$ cat config.mk
export PLATFORM = sky130hd
export DESIGN_NAME = video_scan_generator
export DESIGN_NICKNAME = d
export VERILOG_FILES = /design/src/rtl/video_scan_generator.sv
export SDC_FILE = /design/constraint.sdc
export NUM_CORES = 1
export LEC_CHECK = 0
export CAP_MARGIN = 20
export CORE_ASPECT_RATIO = 1.2
export CORE_MARGIN = 3
export CORE_UTILIZATION = 27
export DETAILED_ROUTE_END_ITERATION = 10
export GPL_TIMING_DRIVEN = 0
export PLACE_DENSITY_LB_ADDON = 0.25
export SKIP_CTS_REPAIR_TIMING = 1
export SLEW_MARGIN = 20
export SYNTH_ARGS = -nofsm -noshare
export SYNTH_HDL_FRONTEND = slang
export SYNTH_SLANG_ARGS = --single-unit
$ cat constraint.sdc
create_clock -name aclk -period 5.2 [get_ports aclk]
set_input_delay 0.78 -clock aclk [delete_from_list [all_inputs] [get_ports aclk]]
set_output_delay 0.78 -clock aclk [all_outputs]
set_load 0.02 [all_outputs]
$ cat src/rtl/video_scan_generator.sv
`default_nettype none
// ============================================================================
// Module   : video_scan_generator
// Purpose  : Pixel-rate raster timing (hsync/vsync/active) plus a linear
//            framebuffer read address, optionally rotated by 180 degrees.
// Revision : 1.0 - initial release
// ============================================================================
module video_scan_generator #(
    parameter int H_ACTIVE    = 640,
    parameter int H_FRONT     = 16,
    parameter int H_SYNC      = 96,
    parameter int H_BACK      = 48,
    parameter int V_ACTIVE    = 480,
    parameter int V_FRONT     = 10,
    parameter int V_SYNC      = 2,
    parameter int V_BACK      = 33,
    parameter int SYNC_POL    = 0,
    parameter int SCALE_SHIFT = 1,
    parameter int ADDR_WIDTH  = 32
) (
    input  logic                  aclk,
    input  logic                  aresetn,
    input  logic                  pixel_en,
    input  logic                  rotate_in,
    output logic                  hsync,
    output logic                  vsync,
    output logic                  active,
    output logic                  fb_rd_en,
    output logic [ADDR_WIDTH-1:0] fb_addr,
    output logic                  frame_start,
    output logic                  rotate_active
);

    localparam int c_H_TOTAL = H_ACTIVE + H_FRONT + H_SYNC + H_BACK;
    localparam int c_V_TOTAL = V_ACTIVE + V_FRONT + V_SYNC + V_BACK;
    // One extra bit of headroom so sync-end compares still fit when a back porch is 0
    localparam int c_HW = $clog2(c_H_TOTAL + 1);
    localparam int c_VW = $clog2(c_V_TOTAL + 1);

    localparam logic [c_HW-1:0] c_H_LAST     = c_HW'(c_H_TOTAL - 1);
    localparam logic [c_HW-1:0] c_H_ACT      = c_HW'(H_ACTIVE);
    localparam logic [c_HW-1:0] c_HS_START   = c_HW'(H_ACTIVE + H_FRONT);
    localparam logic [c_HW-1:0] c_HS_END     = c_HW'(H_ACTIVE + H_FRONT + H_SYNC);
    localparam logic [c_VW-1:0] c_V_LAST     = c_VW'(c_V_TOTAL - 1);
    localparam logic [c_VW-1:0] c_V_ACT      = c_VW'(V_ACTIVE);
    localparam logic [c_VW-1:0] c_VS_START   = c_VW'(V_ACTIVE + V_FRONT);
    localparam logic [c_VW-1:0] c_VS_END     = c_VW'(V_ACTIVE + V_FRONT + V_SYNC);
    localparam logic            c_SYNC_ON    = (SYNC_POL != 0);
    localparam logic [ADDR_WIDTH-1:0] c_FB_W    = ADDR_WIDTH'(H_ACTIVE >> SCALE_SHIFT);
    localparam logic [ADDR_WIDTH-1:0] c_FB_LAST =
        ADDR_WIDTH'((H_ACTIVE >> SCALE_SHIFT) * (V_ACTIVE >> SCALE_SHIFT) - 1);

    logic [c_HW-1:0]       r_h_cnt;
    logic [c_VW-1:0]       r_v_cnt;
    logic                  r_hsync;
    logic                  r_vsync;
    logic                  r_active;
    logic [ADDR_WIDTH-1:0] r_fb_addr;
    logic                  r_frame_start;
    logic                  r_rotate_active;

    logic                  w_h_wrap;
    logic                  w_v_wrap;
    logic                  w_frame_edge;
    logic                  w_active;
    logic                  w_hs_on;
    logic                  w_vs_on;
    logic                  w_rot;
    logic [c_HW-1:0]       w_fx;
    logic [c_VW-1:0]       w_fy;
    logic [ADDR_WIDTH-1:0] w_n;
    logic [ADDR_WIDTH-1:0] w_addr;

    assign w_h_wrap     = (r_h_cnt == c_H_LAST);
    assign w_v_wrap     = (r_v_cnt == c_V_LAST);
    assign w_frame_edge = (r_h_cnt == '0) && (r_v_cnt == '0);
    assign w_active     = (r_h_cnt < c_H_ACT) && (r_v_cnt < c_V_ACT);
    assign w_hs_on      = (r_h_cnt >= c_HS_START) && (r_h_cnt < c_HS_END);
    assign w_vs_on      = (r_v_cnt >= c_VS_START) && (r_v_cnt < c_VS_END);

    // The frame-start edge must already use the rotation value it is latching
    assign w_rot  = w_frame_edge ? rotate_in : r_rotate_active;
    assign w_fx   = r_h_cnt >> SCALE_SHIFT;
    assign w_fy   = r_v_cnt >> SCALE_SHIFT;
    assign w_n    = ADDR_WIDTH'(w_fy) * c_FB_W + ADDR_WIDTH'(w_fx);
    assign w_addr = w_rot ? (c_FB_LAST - w_n) : w_n;

    always_ff @(posedge aclk) begin
        if (!aresetn) begin
            r_h_cnt         <= '0;
            r_v_cnt         <= '0;
            r_hsync         <= ~c_SYNC_ON;
            r_vsync         <= ~c_SYNC_ON;
            r_active        <= 1'b0;
            r_fb_addr       <= '0;
            r_frame_start   <= 1'b0;
            r_rotate_active <= 1'b0;
        end else begin
            r_frame_start <= 1'b0;
            if (pixel_en) begin
                if (w_h_wrap) begin
                    r_h_cnt <= '0;
                    r_v_cnt <= w_v_wrap ? '0 : r_v_cnt + 1'b1;
                end else begin
                    r_h_cnt <= r_h_cnt + 1'b1;
                end
                r_hsync  <= w_hs_on ? c_SYNC_ON : ~c_SYNC_ON;
                r_vsync  <= w_vs_on ? c_SYNC_ON : ~c_SYNC_ON;
                r_active <= w_active;
                if (w_active) begin
                    r_fb_addr <= w_addr;
                end
                if (w_frame_edge) begin
                    r_rotate_active <= rotate_in;
                    r_frame_start   <= 1'b1;
                end
            end
        end
    end

    assign hsync         = r_hsync;
    assign vsync         = r_vsync;
    assign active        = r_active;
    assign fb_rd_en      = r_active;
    assign fb_addr       = r_fb_addr;
    assign frame_start   = r_frame_start;
    assign rotate_active = r_rotate_active;

endmodule
`default_nettype wire
==> impl_metrics.toml, run 1 <==
[run_status]
outcome = "complete, no violations"

[synthesis]
synth_top_area_share = 0.2831
yosysTopAreaCell = "dfxtp_1"
synth.distinct_cells = 75
yosys_most_used_dff = "dfxtp_1"
synthCells = 369
ys_warn_count = 0
synth_nets = 397
synth_top_cells_by_area = "dfxtp_1 (28%), ha_1 (8.7%), xor2_1 (5.8%)"
synth_most_common_cell = "dfxtp_1"
synth-seq-cells = 45
synth_enable_flop_cells = 0
avgSynthCellArea_um2 = 8.623
synth_commonest_cells = "dfxtp_1 (45), nand2_1 (35), nor2_1 (27)"
synth_area_um2 = 3182
async_flop_share = 0
yosysSeqAreaShare = 0.2831

[sta]
final.setup.tns_ps = 0
hold_viol_final = 0
fin_worst_skew_ps = 7.850
fin_crit_sh = 0.6520
slew_viol_final = 0
clock.fmax_ghz = 0.2949
slew_headroom = 0.5342
fin_crit_ps = 3391
rsz0062_at_grt = "no"
setup_viol = 0
tightest_slew_ps = 698.7

[floorplan]
die_y_um = 124.9
coreArea_um2 = 11250
die_area_um2 = 13130
io_pins = 42
die_x_um = 105.1
rows = 42
start_util = 0.2829

[pwr]
power.total_uw = 791.3
p_per_area_nw_per_um2 = 201.3
p_leak_uw = 0.001582
vdd.ir_drop.worst_uv = 136.9

[route]
wl_per_cell_um = 12.13
wl_um = 6941
vias_per_cell = 4.517
drtAntennaViolNets = 0
drcViolationCount = 0
vias = 2584
firstDrtPassIters = 4
drtIter0Drc = 83

[clocking]
clk_pin_slew_ps = 70
tritoncts = "built"
cts_buffers = 5
max-clock-path-buffers = 2
cts_sinks = 45
cts_root_buf = "clkbuf_16"
insertion_delay_ps = 290
h-tree-depth = 2

[worst_setup_path]
timing.rr.end = "fb_addr[17]"
criticalPathCategory = "flop to flop"
start_kind = "flop"
critPathArrivalTime_ps = 3600
worst_r2r_path_depth = 12
rrSetupSlack_ps = 1810
cp_data_required_time_ps = 5410
r2r_start = "r_v_cnt[4]"
critPathCaptureType = "flop"
critPathMaxFanout = 8

[grt]
grtUsageTotal = 0.1078
busiest_layer = "met2"
grt_max_degree = 16
grt_overflow_total = 0
grtUsageMet2 = 0.1912
grt_pass1_vias = 2543
met1_usage = 0.1334
grt_pass1_wl_um = 12020
antenna_found_initial = 0
use_met3 = 0.01400

[hold_path]
worstHoldEndpoint = "fb_addr[15]"
holdCritStartpoint = "fb_addr[15]"
hold_path.class = "flop to flop"
worstHoldPathCells = 2

[place]
place_congestion = 0.8076
io_buffers = 41
dp_hpwl_um = 5483

[layout]
fillCellCount = 1238
synthToLayoutAreaGrowth_pct = 23.55
final_layout_size_suffix_gt1_frac = 0.1435
nets = 445
antennaDiodeCount = 0

[run]
max_cap_violations = 0
[stage by stage]
step / setup slack (ps) / instance area, um^2 / utilization / std cells / hold WS (ps)
after global placement: 1809 / 3785 / 0.3366 / 564 / 440.6
final: 1809 / 3931 / 0.3496 / 572 / 451.3
after global routing: 1547 / 3931 / 0.3496 / 572 / 483.4
after CTS: 1797 / 3931 / 0.3496 / 572 / 456.7
after detailed placement: 1810 / 3785 / 0.3366 / 564 / 444.7
after floorplan: 2066 / 3182 / - / 369 / 499.4
[layout by cell type (no fill, tap or decap), types with 3 or more instances in the layout]
cell,netlist,layout
or3_1,5,5
dfxtp_1,45,45
nor3_1,3,3
clkdlybuf4s50_1,0,41
ha_1,22,22
a21oi_1,11,11
mux2i_1,3,3
nor2b_1,6,6
a21boi_0,3,3
nand4_1,9,9
o21ai_0,21,21
o22ai_1,4,4
buf_2,3,3
buf_4,14,14
nand2b_1,3,3
clkbuf_1,5,5
and2_1,12,12
inv_1,16,16
nor2_1,27,27
xor2_1,21,21
xnor2_1,17,17
o211ai_1,3,3
nand3_1,10,10
nand2_1,35,35
clkbuf_16,0,5
clkbuf_8,3,3
and3_1,6,6
[how the worst max path moves through the flow]
stage                    start          end  slack [ps]  cells after the start
floorplan           r_v_cnt[4]  fb_addr[17]        2070                     11
global placement    r_v_cnt[4]  fb_addr[17]        1810                     12
detailed placement  r_v_cnt[4]  fb_addr[17]        1810                     12
CTS                 r_v_cnt[4]  fb_addr[17]        1800                     12
global route        r_v_cnt[4]  fb_addr[14]        1550                     14
finish              r_v_cnt[4]  fb_addr[17]        1810                     12
[layer usage]
| metal | routed length, um | part of all wire | vias up |
|---|---|---|---|
| li1 | - | - | 1373 |
| met1 | 3326 | 0.48 | 1167 |
| met2 | 3331 | 0.48 | 37 |
| met3 | 176 | 0.025 | 7 |
| met4 | 106 | 0.015 | 0 |
| met5 | 0 | 0 | - |
[worst max-delay path, cell delays in order (launching register included)]
cell	delay (ps)
dfxtp_1	510
ha_1	300
ha_1	240
fa_1	430
a211o_1	350
and3_1	180
buf_6	130
o211ai_2	270
nand4_2	180
nor3_2	200
o21ai_2	90
and4_4	190
o32ai_2	220
[cell type report]
type	count	area (um^2)	share of cell area
timing repair buffer	41	410.4	0.1044
inverter	16	60.06	0.01528
clock inverter	3	21.27	0.005411
clock buffer	5	125.1	0.03183
multi-input combinational	278	2004	0.5099
tap	154	192.7	0.04901
sequential	45	900.9	0.2292
buffer	30	216.5	0.05506
[registers in the layout, summed over array words and instances, names as in the netlist]
| name | count |
|---|---|
| active | 1 |
| fb_addr | 20 |
| frame_start | 1 |
| hsync | 1 |
| r_h_cnt | 10 |
| r_v_cnt | 10 |
| rotate_active | 1 |
| vsync | 1 |
[report_power, final]
part	internal, uW	switching (uW)	leakage (uW)
logic	48.7	57.1	0.00115
registers	356	7.08	0.000366
clock network	179	143	0.0000702
total	584	208	0.00158
[cells by family after synthesis]
kind of cell,count (synthesis),synth area share
adder cells (fa/ha/maj),24,0.09909
AND/OR/NAND/NOR,139,0.2462
multiplexers,3,0.009438
buffers and inverters,46,0.08690
AO/OA/AOI/OAI,72,0.1604
flip-flops,45,0.2831
XOR/XNOR,40,0.1148
No activity file was read; power rests on OpenSTA's default activity.
==> run 2, diff against run 1 <==
clock period = 2.9 ns   (was 5.2 ns; I/O delays follow)
==> impl_metrics.toml, run 2 (same netlist as run 1, synthesis figures left out) <==
[floorplan]
coreArea_um2 = 11250
start_util = 0.2829
die_area_um2 = 13130
io_pins = 42
die_x_um = 105.1
die_y_um = 124.9
rows = 42

[sta]
fin_crit_sh = 1.056
fin_crit_ps = 3063
slew_viol_final = 0
hold_viol_final = 0
slew_headroom = 0.6738
tightest_slew_ps = 489.3
setup_viol = 3
rsz0062_at_grt = "yes"
clock.fmax_ghz = 0.3265
worst_slack_ps = -163.1
fin_worst_skew_ps = 5.711

[layout]
antennaDiodeCount = 0
fillCellCount = 1183
final_cell_mix = "clkdlybuf4s50_1 (41), dfxtp_1 (38), nand2_1 (35), nor2_1 (25), buf_4 (24)"
largest_reg_flops = 20
final_layout_size_suffix_gt1_frac = 0.2412
finalNonFillerCells = 581
stdcell_area_um2 = 4290
final_common_cell = "clkdlybuf4s50_1"
nets = 454
synthToLayoutAreaGrowth_pct = 34.84

[route]
wl_per_cell_um = 12.85
drcViolationCount = 0
drtAntennaViolNets = 0
vias = 2690
wl_um = 7466
drtIter0Drc = 139
firstDrtPassIters = 4
vias_per_cell = 4.630

[clocking]
tritoncts = "built"
insertion_delay_ps = 290
cts_root_buf = "clkbuf_16"
max-clock-path-buffers = 2
cts_buffers = 5
h-tree-depth = 2
cts_sinks = 45
clk_pin_slew_ps = 70

[grt]
grt_overflow_total = 0
antenna_found_initial = 0
grt_pass1_vias = 2524
grt_max_degree = 17
grtUsageTotal = 0.1161
grt_pass1_wl_um = 12520

[worst_setup_path]
rrSetupSlack_ps = -160
critPathMaxFanout = 6
slowest_delay_ps = 380
crit_buf_inv = 0
crit_family = "compound AO/OA/AOI/OAI gates"
start_kind = "flop"
startpoint = "r_v_cnt[2]"
timing.rr.end = "fb_addr[17]"
crit_chain = "ha_4 -> ha_4 -> fa_2 -> a211o_1 -> and3_4 -> or3_1 -> a21o_1 -> a32o_2 -> and4_4 -> o32ai_2"
critPathArrivalTime_ps = 3270
worst_r2r_path_depth = 10
criticalPathCategory = "flop to flop"
critPathCaptureType = "flop"
cp_data_required_time_ps = 3110
path_common_cell = "ha_4"
r2r_start = "r_v_cnt[2]"
slowest_stage = "or3_1"

[hold_path]
holdCritStartpoint = "fb_addr[15]"
hold_path.class = "flop to flop"
worstHoldEndpoint = "fb_addr[15]"
worstHoldPathCells = 2

[place]
io_buffers = 41
dp_hpwl_um = 5664
place_congestion = 0.8063
dp_cells = 564
placement.cell_area_um2 = 3814

[run_status]
violations = "setup timing"
outcome = "finished with violations"

[pwr]
p_leak_uw = 0.001688
p_per_area_nw_per_um2 = 348.0
power.total_uw = 1493
vdd.ir_drop.worst_uv = 233.5

[run]
max_cap_violations = 0
## run 2: cell count changes in the layout (fill, tap and decap cells not counted), moves of 3 or more
cell / delta
buf_4: +10
ha_1: -5
dfxtp_2: +4
a21oi_1: -3
dfxtp_4: +3
dfxtp_1: -7
ha_4: +3
o21ai_0: -3
## run 2: worst max path at each step
stage                  end  slack (ps)  cells past startpoint
6_report       fb_addr[17]        -160                     10
5_1_grt        fb_addr[14]        -310                     13
4_1_cts        fb_addr[14]        -400                     13
3_5_place_dp   fb_addr[14]        -370                     13
3_3_place_gp   fb_addr[14]        -340                     13
2_1_floorplan  fb_addr[17]         0.9                     11
## run 2: tightest hold or removal path, cell delays in order, from the launching register on
cell and delay (ps):
dfxtp_1 310, inv_1 50, o2bb2ai_1 50
## run 2: cell type report
| type | count | area [um^2] | share of cell area |
|---|---|---|---|
| plain buffers | 28 | 200.2 | 0.04666 |
| clock buffers | 6 | 150.1 | 0.03500 |
| clock inverters | 2 | 20.02 | 0.004666 |
| well taps | 154 | 192.7 | 0.04491 |
| multi-input cells | 278 | 2253 | 0.5252 |
| inverters | 16 | 60.06 | 0.01400 |
| repair buffers | 52 | 496.7 | 0.1158 |
| flip-flops and latches | 45 | 917.1 | 0.2138 |
## run 2: through the flow
stage               setup TNS [ps]  setup slack [ps]  hold slack [ps]    util
global route                 -1211            -314.8            470.2  0.3815
global placement             -1213            -338.8            443.1  0.3391
CTS                          -1695            -395.3            454.4  0.3543
floorplan                        0            0.8522            499.4       -
detailed placement           -1509            -373.6            444.4  0.3391
finish                      -343.2            -163.1            445.6  0.3815
## run 2: where the power goes
group	internal (uW)	leakage [uW]	switching, uW	total [uW]
Sequential	635	0.000370	13.2	649
Clock	380	0.0000841	270	650
Combinational	90.5	0.00123	104	194
## run 2: routing by layer
metal  GRT usage  routed length, um
met3     0.02644                254
met1      0.1383               3434
met2      0.1998               3612
met4     0.04788                165
met5           0                  0
